==> config.mk <==
export PLATFORM = sky130hd
export DESIGN_NAME = mii_tx_arbiter
export DESIGN_NICKNAME = d
export VERILOG_FILES = /design/src/rtl/mii_tx_arbiter.sv
export SDC_FILE = /design/constraint.sdc
export NUM_CORES = 1
export LEC_CHECK = 0
export ABC_AREA = 0
export ABC_CLOCK_PERIOD_IN_PS = 4250
export BUFFER_PORTS_ARGS = -buffer_cell sky130_fd_sc_hd__buf_4
export CORE_MARGIN = 5
export CORE_UTILIZATION = 49
export DETAILED_ROUTE_END_ITERATION = 10
export HOLD_SLACK_MARGIN = 0.08
export PLACE_DENSITY_LB_ADDON = 0.08
export SLEW_MARGIN = 20
export SYNTH_ARGS = -nofsm -noshare
export SYNTH_HDL_FRONTEND = slang
export SYNTH_SLANG_ARGS = --single-unit
==> constraint.sdc <==
create_clock -name clk -period 4.25 [get_ports clk]
set_input_delay 0.2125 -clock clk [delete_from_list [all_inputs] [get_ports clk]]
set_output_delay 0.2125 -clock clk [all_outputs]
set_load 0.01 [all_outputs]
==> src/rtl/mii_tx_arbiter.sv <==
// mii_tx_arbiter: round-robin two-source MII transmit arbiter that frames words with START/TERM.
// It enforces the inter-packet gap, and aborts frames on underrun or oversize with an ERROR word and a flush.
module mii_tx_arbiter #(
    parameter int DATA_WIDTH = 64,
    parameter int CTRL_WIDTH = 8,
    parameter int IPG_WORDS  = 2,
    parameter int MAX_WORDS  = 190
) (
    input  logic                  clk,
    input  logic                  i_rst_n,
    input  logic [DATA_WIDTH-1:0] i_s0_data,
    input  logic                  i_s0_valid,
    input  logic                  i_s0_last,
    input  logic [DATA_WIDTH-1:0] i_s1_data,
    input  logic                  i_s1_valid,
    input  logic                  i_s1_last,
    output logic                  o_s0_ready,
    output logic                  o_s1_ready,
    output logic [DATA_WIDTH-1:0] o_tx_data,
    output logic [CTRL_WIDTH-1:0] o_tx_ctrl,
    output logic [1:0]            o_grant,
    output logic                  o_frame_err
);
    localparam int NB = DATA_WIDTH / 8;
    localparam logic [DATA_WIDTH-1:0] IDLE_D  = {NB{8'h07}};
    localparam logic [DATA_WIDTH-1:0] START_D = {8'hD5, {(NB-2){8'h55}}, 8'hFB};
    localparam logic [DATA_WIDTH-1:0] TERM_D  = {{(NB-1){8'h07}}, 8'hFD};
    localparam logic [DATA_WIDTH-1:0] ERR_D   = {NB{8'hFE}};

    typedef enum logic [2:0] {S_IDLE, S_DATA, S_TERM, S_FLUSH, S_IPG} state_t;

    state_t                state_q, state_d;
    logic [DATA_WIDTH-1:0] tx_data_q, tx_data_d;
    logic [CTRL_WIDTH-1:0] tx_ctrl_q, tx_ctrl_d;
    logic [1:0]            grant_q, grant_d;
    logic                  err_q, err_d;
    logic [7:0]            wcnt_q, wcnt_d;
    logic [3:0]            gap_q, gap_d;
    logic                  aborted_q, aborted_d;
    logic                  rr_q, rr_d;
    logic                  ready, sel_valid, sel_last, pick1;
    logic [DATA_WIDTH-1:0] sel_data;

    assign ready      = (state_q == S_DATA) || (state_q == S_FLUSH);
    assign o_s0_ready = ready & grant_q[0];
    assign o_s1_ready = ready & grant_q[1];
    assign sel_valid  = grant_q[1] ? i_s1_valid : i_s0_valid;
    assign sel_last   = grant_q[1] ? i_s1_last : i_s0_last;
    assign sel_data   = grant_q[1] ? i_s1_data : i_s0_data;
    // rr_q set means source 1 wins a tie
    assign pick1      = i_s1_valid & (~i_s0_valid | rr_q);

    always_comb begin
        state_d   = state_q;
        tx_data_d = IDLE_D;
        tx_ctrl_d = '1;
        grant_d   = grant_q;
        err_d     = 1'b0;
        wcnt_d    = wcnt_q;
        gap_d     = gap_q;
        aborted_d = aborted_q;
        rr_d      = rr_q;
        case (state_q)
            S_IDLE: begin
                if (i_s0_valid | i_s1_valid) begin
                    grant_d   = pick1 ? 2'b10 : 2'b01;
                    rr_d      = ~pick1;
                    tx_data_d = START_D;
                    tx_ctrl_d = CTRL_WIDTH'(1);
                    wcnt_d    = '0;
                    aborted_d = 1'b0;
                    state_d   = S_DATA;
                end
            end
            S_DATA: begin
                wcnt_d = (wcnt_q == 8'hFF) ? wcnt_q : wcnt_q + 8'd1;
                if (!sel_valid || (!sel_last && wcnt_q == 8'(MAX_WORDS - 1))) begin
                    wcnt_d    = sel_valid ? wcnt_d : wcnt_q;
                    tx_data_d = ERR_D;
                    err_d     = 1'b1;
                    aborted_d = 1'b1;
                    state_d   = S_TERM;
                end else begin
                    tx_data_d = sel_data;
                    tx_ctrl_d = '0;
                    state_d   = sel_last ? S_TERM : S_DATA;
                end
            end
            S_TERM: begin
                tx_data_d = TERM_D;
                gap_d     = 4'(IPG_WORDS);
                state_d   = aborted_q ? S_FLUSH : S_IPG;
            end
            S_FLUSH: begin
                if (sel_valid && sel_last) begin
                    gap_d   = 4'(IPG_WORDS - 1);
                    state_d = S_IPG;
                end
            end
            S_IPG: begin
                gap_d = (gap_q == 4'd0) ? gap_q : gap_q - 4'd1;
                if (gap_q <= 4'd1) begin
                    grant_d = 2'b00;
                    state_d = S_IDLE;
                end
            end
            default: state_d = S_IDLE;
        endcase
    end

    always_ff @(posedge clk or negedge i_rst_n) begin
        if (!i_rst_n) begin
            state_q   <= S_IDLE;
            tx_data_q <= IDLE_D;
            tx_ctrl_q <= '1;
            grant_q   <= 2'b00;
            err_q     <= 1'b0;
            wcnt_q    <= '0;
            gap_q     <= '0;
            aborted_q <= 1'b0;
            rr_q      <= 1'b0;
        end else begin
            state_q   <= state_d;
            tx_data_q <= tx_data_d;
            tx_ctrl_q <= tx_ctrl_d;
            grant_q   <= grant_d;
            err_q     <= err_d;
            wcnt_q    <= wcnt_d;
            gap_q     <= gap_d;
            aborted_q <= aborted_d;
            rr_q      <= rr_d;
        end
    end

    assign o_tx_data   = tx_data_q;
    assign o_tx_ctrl   = tx_ctrl_q;
    assign o_grant     = grant_q;
    assign o_frame_err = err_q;
endmodule

==> results.py, run 1 <==
metrics = {
    "clocking": {
        "cts.path.max_buffers": 2,
        "cts_num_sinks": 86,
        "cts-root-buf": "clkbuf_8",
        "cts_hold_buf": 3,
        "postCtsSetupBuffers": 0,
        "clk_latency_ns": 0.34,
        "cts_made_buffers": 9,
        "cts.repair.resized": 0,
        "clk_pin_slew_ns": 0.08,
        "htreeDepth": 3,
        "cts_tree": "built",
    },
    "place": {
        "globalplace.congestion": 0.8142,
        "placed_area_mm2": 0.005628,
        "placedCellCount": 649,
        "hpwlAfterDp_um": 9304,
        "port_buffers": 210,
    },
    "logic_synthesis": {
        "async_flop_share_pct": 100.0,
        "ys_types": 48,
        "yosysWarnings": 0,
        "yosys_register_bits": 86,
        "synth_ff_type": "dfrtp_1",
        "synth_top_cell_by_area": "dfrtp_1",
        "synthMuxAreaShare_pct": 16.90,
        "synth_top_family_by_area": "multiplexers",
        "yosysMostFrequentCell": "mux2i_1",
        "syn_area_mm2": 0.004041,
        "synthXorXnorAreaFrac_pct": 0.2167,
        "yosys-top-cells-area": "dfrtp_1, dfstp_2, mux2i_1, o21ai_0, a21oi_1",
        "synthSimpleGateAreaFrac_pct": 8.019,
        "synthAdderAreaFrac_pct": 1.548,
        "synth_compound_gate_area_share_pct": 14.67,
        "synth_common_cells": "mux2i_1, dfrtp_1, o21ai_0",
        "synth_edf_count": 0,
        "synth_nets": 500,
        "avgSynthCellArea_um2": 11.19,
        "synthCells": 361,
        "yosysSeqAreaShare_pct": 54.06,
        "yosys.area.top_type_share_pct": 37.15,
    },
    "floorplan": {
        "placementRows": 33,
        "io_pins": 211,
        "die_y_um": 100.8,
        "die-area_mm2": 0.01016,
        "start_util_pct": 49.68,
        "core_area_mm2": 0.008134,
        "die_w_um": 100.8,
    },
    "timing": {
        "tns_ns": 0,
        "maxSlewHeadroom_pct": 35.08,
        "worst_pin_slew_ns": 0.9738,
        "fin_crit_ns": 2.526,
        "drv_slew": 0,
        "finClkSkew_ns": 0.01395,
        "post-route-period-util_pct": 59.43,
        "timing.fmax_mhz": 395.9,
        "rsz0062_at_grt": "false",
        "setup_viol": 0,
        "hold_viol": 0,
    },
    "global_route": {
        "grt_pass1_vias": 3642,
        "grt_start_max_net_pins": 57,
        "track_usage_pct": 23.39,
        "grt_pass1_wl_um": 18560,
        "antenna_found_initial": 0,
        "grt-ovfl-total": 0,
    },
    "worst_setup_path": {
        "critPathTopFamily": "flip-flops",
        "arrival_ns": 2.75,
        "crit_fanout": 37,
        "slowest_delay_ns": 0.81,
        "critPathBufInv": 1,
        "crit_chain": "buf_4 -> and3b_1 -> a31oi_1 -> nand2_1 -> a311oi_1",
        "cp_data_required_time_ns": 4.48,
        "cp-start-kind": "flip-flop",
        "slowest_stage": "dfrtp_4",
        "r2r_start": "o_grant[1]$_DFFE_PN0P_",
        "worstSetupStartpoint": "o_grant[1]$_DFFE_PN0P_",
        "worstSetupEndpointType": "flip-flop",
        "crit_type": "flip-flop to flip-flop",
    },
    "drt": {
        "ant_nets": 0,
        "drcViolationCount": 0,
        "drt_iter0_markers": 187,
        "vias": 3565,
        "viasPerCell": 5.337,
        "avgRoutedWirePerCell_um": 18.07,
        "wl_um": 12070,
        "drt-pass1-iter-count": 4,
    },
    "cells_and_area": {
        "area_growth_pct": 45.17,
        "seq_area_mm2": 0.002188,
        "num-fill-cells": 611,
        "n_antenna_cell": 0,
        "instances_no_fill": 668,
        "final_cell_area_mm2": 0.005867,
        "post_route_cells_drive_above_1_share_pct": 46.71,
        "final_core_util_pct": 72.13,
        "nets": 697,
        "multiInputGateArea_mm2": 0.001679,
    },
    "hold_path": {
        "hold_path_class": "input port to flip-flop",
        "hold_path_startpoint": "i_s1_valid",
    },
    "pwr": {
        "finalPower_mw": 3.955,
        "p_leak_nw": 2.822,
        "vdd_drop_max_mv": 0.5111,
        "p_per_area_mw_per_mm2": 674.1,
    },
    "outcome": {
        "outcome": "finished clean",
    },
    "run": {
        "cap_violations": 0,
    },
}
## power breakdown
part           leakage (nW)  internal [mW]  switching (mW)
registers              1.04           1.24           0.268
clock network         0.109          0.304           0.288
logic                  1.67          0.892           0.966
total                  2.82           2.43            1.52
## kinds of logic (layout without fill, tap and decap cells)
family	count (synthesis)	after routing
flip-flops	86	86
AND/OR/NAND/NOR	61	61
buffers and inverters	38	240
adder cells (fa/ha/maj)	5	5
XOR/XNOR	1	1
multiplexers	68	68
AO/OA/AOI/OAI	102	102
## final cells by class
type                       count  share of cell area, %
clock buffer                  11                  2.581
clock inverter                 5                 0.9810
inverter                       8                 0.5118
multi-input combinational    237                  28.62
sequential                    86                  37.30
tap                          105                  2.239
timing repair buffer         216                  27.77
## placed cells by master, fill, tap and decap left out, drive strengths merged, types with 2 or more instances in the layout
cell,netlist,routed
a21o,2,2
o211ai,5,5
dfstp,26,26
dlygate4sd3,0,3
nor2b,4,4
a21oi,32,32
mux2i,66,66
o31ai,4,4
a311oi,2,2
nor3,2,2
clkbuf,12,11
buf,18,213
or3,6,6
inv,8,8
nand4,2,2
nand2b,3,3
o21ai,45,45
nor4,2,2
or4,3,3
nand2,17,17
nand3,4,4
clkinv,0,4
mux2,2,2
nor2,9,9
ha,5,5
and2,3,3
a31oi,2,2
dfrtp,60,60
## final timing paths
path	to	slack, ns	depth (start not counted)
worst min register to register	rr_q$_DFFE_PN0P_	0.48	1
min in group asynchronous	o_tx_data[13]$_DFF_PN0_	0.44	2
worst max-delay path	state_q[0]$_DFFE_PN0P_	1.72	5
worst max register to register	state_q[0]$_DFFE_PN0P_	1.72	5
worst min-delay path	rr_q$_DFFE_PN0P_	0.09	2
max in group asynchronous	o_tx_data[2]$_DFF_PN1_	2.89	3
## through the flow
step	hold WS [ns]	worst slack (ns)
global route	0.09268	1.514
detailed placement	0.3059	1.774
finish	0.08854	1.724
CTS	0.08054	1.676
global placement	0.3018	1.870
floorplan	-0.08309	2.563
## sequential cells by signal, summed over array words and instances, names as in the netlist
register / count
o_tx_data: 64
wcnt_q: 8
gap_q: 4
state_q: 3
o_grant: 2
o_tx_ctrl: 2
aborted_q: 1
o_frame_err: 1
rr_q: 1
## routing by layer
metal / vias up / share of wire (%) / GRT usage [%]
met3: 13 / 6.9 / 3.806
met5: - / 0 / 0
met4: 0 / 1.2 / 6.736
met2: 140 / 53 / 41.87
li1: 1685 / - / -
met1: 1727 / 39 / 29.02
No activity file was read; power rests on OpenSTA's default activity.
==> inputs of run 2 (changes only) <==
ABC_CLOCK_PERIOD_IN_PS = 2200   (was 4250)
CORE_UTILIZATION = 41   (was 49)
clock period = 2.2 ns   (was 4.25 ns; I/O delays follow)
==> run 2 against run 1 <==
Effect of this change:
- global-route usage decreased by 1.0 points
- combinational power increased by 130%
- clock skew decreased by 0.0046 ns
- cell area increased by 16%
- worst setup slack got worse by 1.6 ns
- final cell count increased by 18%
- wire length increased by 14%
- clock-buffer cell count unchanged
- critical endpoint is now o_tx_data[6]$_DFF_PN0_
==> results.py, run 2 (same netlist as run 1, synthesis figures left out) <==
metrics = {
    "global_route": {
        "grt_pass1_wl_um": 20800,
        "grt_pass1_vias": 3963,
        "grt_start_max_net_pins": 51,
        "antenna_found_initial": 0,
        "track_usage_pct": 22.37,
        "grt-ovfl-total": 0,
    },
    "cells_and_area": {
        "final_common_cell": "buf_4",
        "area_growth_pct": 67.93,
        "mostFrequentLayoutCells": "buf_4, dlygate4sd3_1, mux2i_1",
        "largest_reg_flops": 64,
        "post_route_cells_drive_above_1_share_pct": 41.13,
        "final_cell_area_mm2": 0.006787,
        "nets": 788,
        "num-fill-cells": 710,
        "n_antenna_cell": 0,
    },
    "floorplan": {
        "io_pins": 211,
        "die-area_mm2": 0.01194,
        "die_w_um": 109.3,
        "core_area_mm2": 0.009684,
        "placementRows": 36,
        "start_util_pct": 41.73,
        "die_y_um": 109.3,
    },
    "pwr": {
        "p_leak_nw": 3.192,
        "vdd_drop_max_mv": 0.4979,
        "p_per_area_mw_per_mm2": 1193,
        "finalPower_mw": 8.100,
    },
    "timing": {
        "setup_viol": 0,
        "rsz0062_at_grt": "false",
        "drv_slew": 0,
        "worst_pin_slew_ns": 0.6412,
        "timing.fmax_mhz": 478.7,
        "hold_viol": 0,
        "tns_ns": 0,
        "fin_crit_ns": 2.089,
        "post-route-period-util_pct": 94.95,
        "finClkSkew_ns": 0.009384,
        "maxSlewHeadroom_pct": 57.25,
    },
    "run": {
        "cap_violations": 0,
    },
    "worst_setup_path": {
        "slowest_stage": "dlygate4sd3_1",
        "cp_data_required_time_ns": 2.41,
        "arrival_ns": 2.30,
        "crit_chain": "buf_4 -> mux2i_1 -> dlygate4sd3_1 -> o21ai_1",
        "slowest_delay_ns": 0.58,
        "cp-start-kind": "flip-flop",
        "crit_type": "flip-flop to flip-flop",
        "worstSetupEndpointType": "flip-flop",
        "crit_fanout": 38,
    },
    "place": {
        "hpwlAfterDp_um": 9662,
        "port_buffers": 210,
        "globalplace.congestion": 0.8425,
        "placed_area_mm2": 0.005736,
    },
    "drt": {
        "vias": 3928,
        "drt-pass1-iter-count": 6,
        "viasPerCell": 4.991,
        "ant_nets": 0,
        "avgRoutedWirePerCell_um": 17.49,
        "wl_um": 13760,
        "drcViolationCount": 0,
        "drt_iter0_markers": 179,
    },
    "clocking": {
        "clk_pin_slew_ns": 0.09,
        "cts_made_buffers": 9,
        "cts_tree": "built",
        "cts-root-buf": "clkbuf_8",
        "cts.path.max_buffers": 2,
        "clk_latency_ns": 0.35,
        "cts_num_sinks": 86,
        "htreeDepth": 3,
    },
    "hold_path": {
        "hold_path_class": "input port to flip-flop",
    },
    "outcome": {
        "outcome": "finished clean",
    },
}
==> run 2: changes by cell type in the layout (fill, tap and decap cells not counted), moves of 2 or more <==
cell | before | now
dlygate4sd3_1 | 3 | 86
buf_4 | 213 | 220
clkbuf_1 | 0 | 2
clkbuf_8 | 11 | 9
clkinv_4 | 2 | 0
clkinvlp_4 | 0 | 2
==> run 2: timing repair <==
action                                 CTS  global route
hold buffers                            86             0
setup buffers                            0             0
endpoints found under the hold margin   86             0
gates resized for setup                  0             0
==> run 2: through the flow <==
step / instances / worst slack [ns] / util, % / hold slack, ns
finish: 787 / 0.1111 / 70.08 / 0.08446
global route: 787 / 0.01807 / 70.08 / 0.08461
CTS: 787 / 0.1138 / 70.08 / 0.08075
detailed placement: 685 / 0.2275 / 59.22 / 0.1807
global placement: 685 / 0.3360 / 59.22 / 0.1724
floorplan: 361 / 0.5126 / - / -0.1856
==> run 2: layer usage <==
metal,routed length (um),vias up,global-route usage (%)
met5,0,-,0
met4,261,0,7.302
met3,1136,23,5.684
met2,7085,146,39.21
met1,5278,1896,26.82
li1,-,1863,-
==> run 2: final timing paths <==
path / start / end / slack (ns) / cells past startpoint
max in group asynchronous: i_rst_n / o_tx_data[34]$_DFF_PN1_ / 1.17 / 3
worst min register to register: rr_q$_DFFE_PN0P_ / rr_q$_DFFE_PN0P_ / 0.49 / 1
worst max register to register: o_grant[1]$_DFFE_PN0P_ / o_tx_data[6]$_DFF_PN0_ / 0.11 / 4
min in group asynchronous: i_rst_n / o_tx_data[44]$_DFF_PN0_ / 0.33 / 2
worst min-delay path: i_s0_data[38] / o_tx_data[38]$_DFF_PN0_ / 0.08 / 3
worst max-delay path: o_grant[1]$_DFFE_PN0P_ / o_tx_data[6]$_DFF_PN0_ / 0.11 / 4
==> run 2: critical path: cells and delay by family (launching register included) <==
| kind | cells | cell delay (ns) |
|---|---|---|
| buf+inv | 2 | 1.11 |
| mux | 1 | 0.28 |
| flops | 1 | 0.47 |
| compound gates | 1 | 0.06 |
==> run 2: area by class of cell <==
class	count	area (um2)	area share, %
timing repair buffer	307	2532	37.32
tap	133	166.4	2.452
multi-input combinational	237	1679	24.74
clock inverter	5	58.81	0.8665
sequential	86	2188	32.25
inverter	8	30.03	0.4425
clock buffer	11	131.4	1.936
==> run 2: power breakdown <==
part,internal (mW),leakage (nW),switching [mW]
sequential,2.39,1.04,0.338
combinational,2.10,2.06,2.17
clock,0.528,0.0899,0.570
==> inputs of run 3 (changes only) <==
CELL_PAD_IN_SITES_DETAIL_PLACEMENT = 2   (was unset)
CELL_PAD_IN_SITES_GLOBAL_PLACEMENT = 2   (was unset)
CORE_UTILIZATION = 24   (was 41)
==> run 3 against run 2 <==
Effect of this change:
- first-iteration DRC count decreased by 45%
- worst setup slack improved by 0.037 ns
- wire length increased by 21%
- final cell count increased by 8.4%
- clock power increased by 29%
- critical path depth increased by 1
- sequential cell count unchanged
- via count increased by 0.18%
- largest power group unchanged
- critical path type unchanged
- hold slack got worse by 0.0030 ns
- register-to-register slack improved by 0.04 ns
- non-clock buffer count decreased by 21
==> results.py, run 3 (same netlist as run 1, synthesis figures left out) <==
metrics = {
    "outcome": {
        "outcome": "finished clean",
    },
    "timing": {
        "rsz0062_at_grt": "false",
        "hold_viol": 0,
        "setup_viol": 0,
        "drv_slew": 0,
        "finClkSkew_ns": 0.01075,
        "timing.fmax_mhz": 487.3,
        "fin_crit_ns": 2.052,
        "worst_pin_slew_ns": 0.6520,
        "tns_ns": 0,
        "maxSlewHeadroom_pct": 56.54,
        "post-route-period-util_pct": 93.29,
    },
    "worst_setup_path": {
        "r2r_start": "wcnt_q[0]$_DFFE_PN0P_",
        "slowest_stage": "a21oi_2",
        "cp_data_required_time_ns": 2.37,
        "critPathTopFamily": "compound AO/OA/AOI/OAI gates",
        "slowest_delay_ns": 0.55,
        "crit_fanout": 15,
        "worstSetupEndpointType": "flip-flop",
        "arrival_ns": 2.22,
        "r2r_setup_slack_ns": 0.15,
        "worstSetupStartpoint": "wcnt_q[0]$_DFFE_PN0P_",
        "crit_chain": "ha_1 -> nor2b_1 -> a41o_1 -> a21oi_2 -> o21ai_0",
        "crit_type": "flip-flop to flip-flop",
        "cp-start-kind": "flip-flop",
        "critPathBufInv": 0,
    },
    "drt": {
        "vias": 3935,
        "drcViolationCount": 0,
        "wl_um": 16700,
        "avgRoutedWirePerCell_um": 19.58,
        "drt-pass1-iter-count": 4,
        "ant_nets": 0,
        "viasPerCell": 4.613,
        "drt_iter0_markers": 99,
    },
    "cells_and_area": {
        "final_common_cell": "buf_4",
        "mostFrequentLayoutCells": "buf_4, mux2i_1, dlygate4sd3_1",
        "final_core_util_pct": 40.91,
        "largest_reg_flops": 64,
        "nets": 767,
        "post_route_cells_drive_above_1_share_pct": 42.81,
        "area_growth_pct": 67.28,
        "n_antenna_cell": 0,
    },
    "global_route": {
        "grt-ovfl-total": 0,
        "grt_start_max_net_pins": 45,
        "antenna_found_initial": 0,
        "grt_pass1_vias": 4518,
        "track_usage_pct": 16.86,
        "grt_pass1_wl_um": 25700,
    },
    "clocking": {
        "cts-root-buf": "clkbuf_16",
        "htreeDepth": 3,
        "cts_tree": "built",
        "clk_latency_ns": 0.34,
        "cts_made_buffers": 9,
        "cts.path.max_buffers": 2,
        "clk_pin_slew_ns": 0.06,
        "cts_num_sinks": 86,
    },
    "place": {
        "port_buffers": 210,
        "hpwlAfterDp_um": 12660,
        "globalplace.congestion": 0.7916,
    },
    "floorplan": {
        "die-area_mm2": 0.01953,
        "placementRows": 47,
        "core_area_mm2": 0.01652,
        "io_pins": 211,
        "die_y_um": 139.8,
        "die_w_um": 139.8,
        "start_util_pct": 24.46,
    },
    "pwr": {
        "p_leak_nw": 3.146,
        "vdd_drop_max_mv": 0.4576,
        "p_per_area_mw_per_mm2": 1259,
    },
    "hold_path": {
        "hold_path_startpoint": "i_s0_data[47]",
        "hold_path_class": "input port to flip-flop",
    },
    "run": {
        "cap_violations": 0,
    },
}
-- run 3: cell types whose count changed in the layout (fill, tap and decap cells not counted) --
cell / previous run / this run
dlygate4sd3_1: 86 / 62
clkbuf_16: 0 / 9
clkbuf_8: 9 / 1
buf_4: 220 / 222
clkbuf_1: 2 / 4
buf_6: 0 / 1
bufinv_16: 1 / 0
clkinvlp_4: 2 / 1
inv_6: 1 / 0
nand2_1: 17 / 16
nand2_2: 0 / 1
-- run 3: path summary, 6_finish.rpt --
kind | endpoint | cells past startpoint
setup reg to reg | o_tx_data[62]$_DFF_PN0_ | 5
min in group asynchronous | o_tx_data[11]$_DFF_PN0_ | 2
hold reg to reg | rr_q$_DFFE_PN0P_ | 1
max in group asynchronous | o_tx_data[33]$_DFF_PN1_ | 3
hold / removal | o_tx_data[47]$_DFF_PN0_ | 3
setup / recovery | o_tx_data[62]$_DFF_PN0_ | 5
-- run 3: metrics by stage --
step                setup WS, ns  total power [mW]  instance area (um2)  hold WS [ns]  cells
global placement          0.2100             6.828                 5869        0.1698    775
floorplan                 0.5126             4.898                 4041       -0.1856    361
global route            0.005892             9.101                 6760       0.09350    853
finish                    0.1477             8.514                 6760       0.08142    853
detailed placement        0.1054             6.965                 5869        0.1690    775
CTS                      0.08554             8.679                 6756       0.08037    853
-- run 3: tightest hold or removal path: stages --
cell and delay, ns:
buf_4 0.08, mux2i_1 0.05, a21oi_1 0.14
-- run 3: cell type report --
type,instances,area [um2]
flip-flops and latches,86,2188
clock buffers,14,254.0
clock inverters,2,12.51
inverters,8,30.03
multi-input cells,237,1682
repair buffers,286,2318
well taps,220,275.3
fillers,1760,9764
-- run 3: timing repair --
item,in CTS,in global routing
setup buffers,0,0
endpoints found under the hold margin,66,0
hold buffers,62,0
endpoints found under the setup margin,0,1
resized for setup,0,1
-- run 3: metal layers --
metal / up-vias / share of wire [%] / routed length (um) / GRT usage (%)
li1: 1826 / - / - / -
met4: 0 / 2.3 / 389 / 6.119
met5: - / 0 / 0 / 0
met2: 148 / 50 / 8294 / 28.97
met1: 1941 / 42 / 7060 / 20.42
met3: 20 / 5.7 / 955 / 4.288
-- run 3: where the power goes --
part / internal (mW) / switching (mW) / leakage [nW]
sequential: 2.40 / 0.384 / 1.04
combinational: 2.05 / 2.27 / 1.98
clock: 0.797 / 0.620 / 0.127
total: 5.24 / 3.27 / 3.15
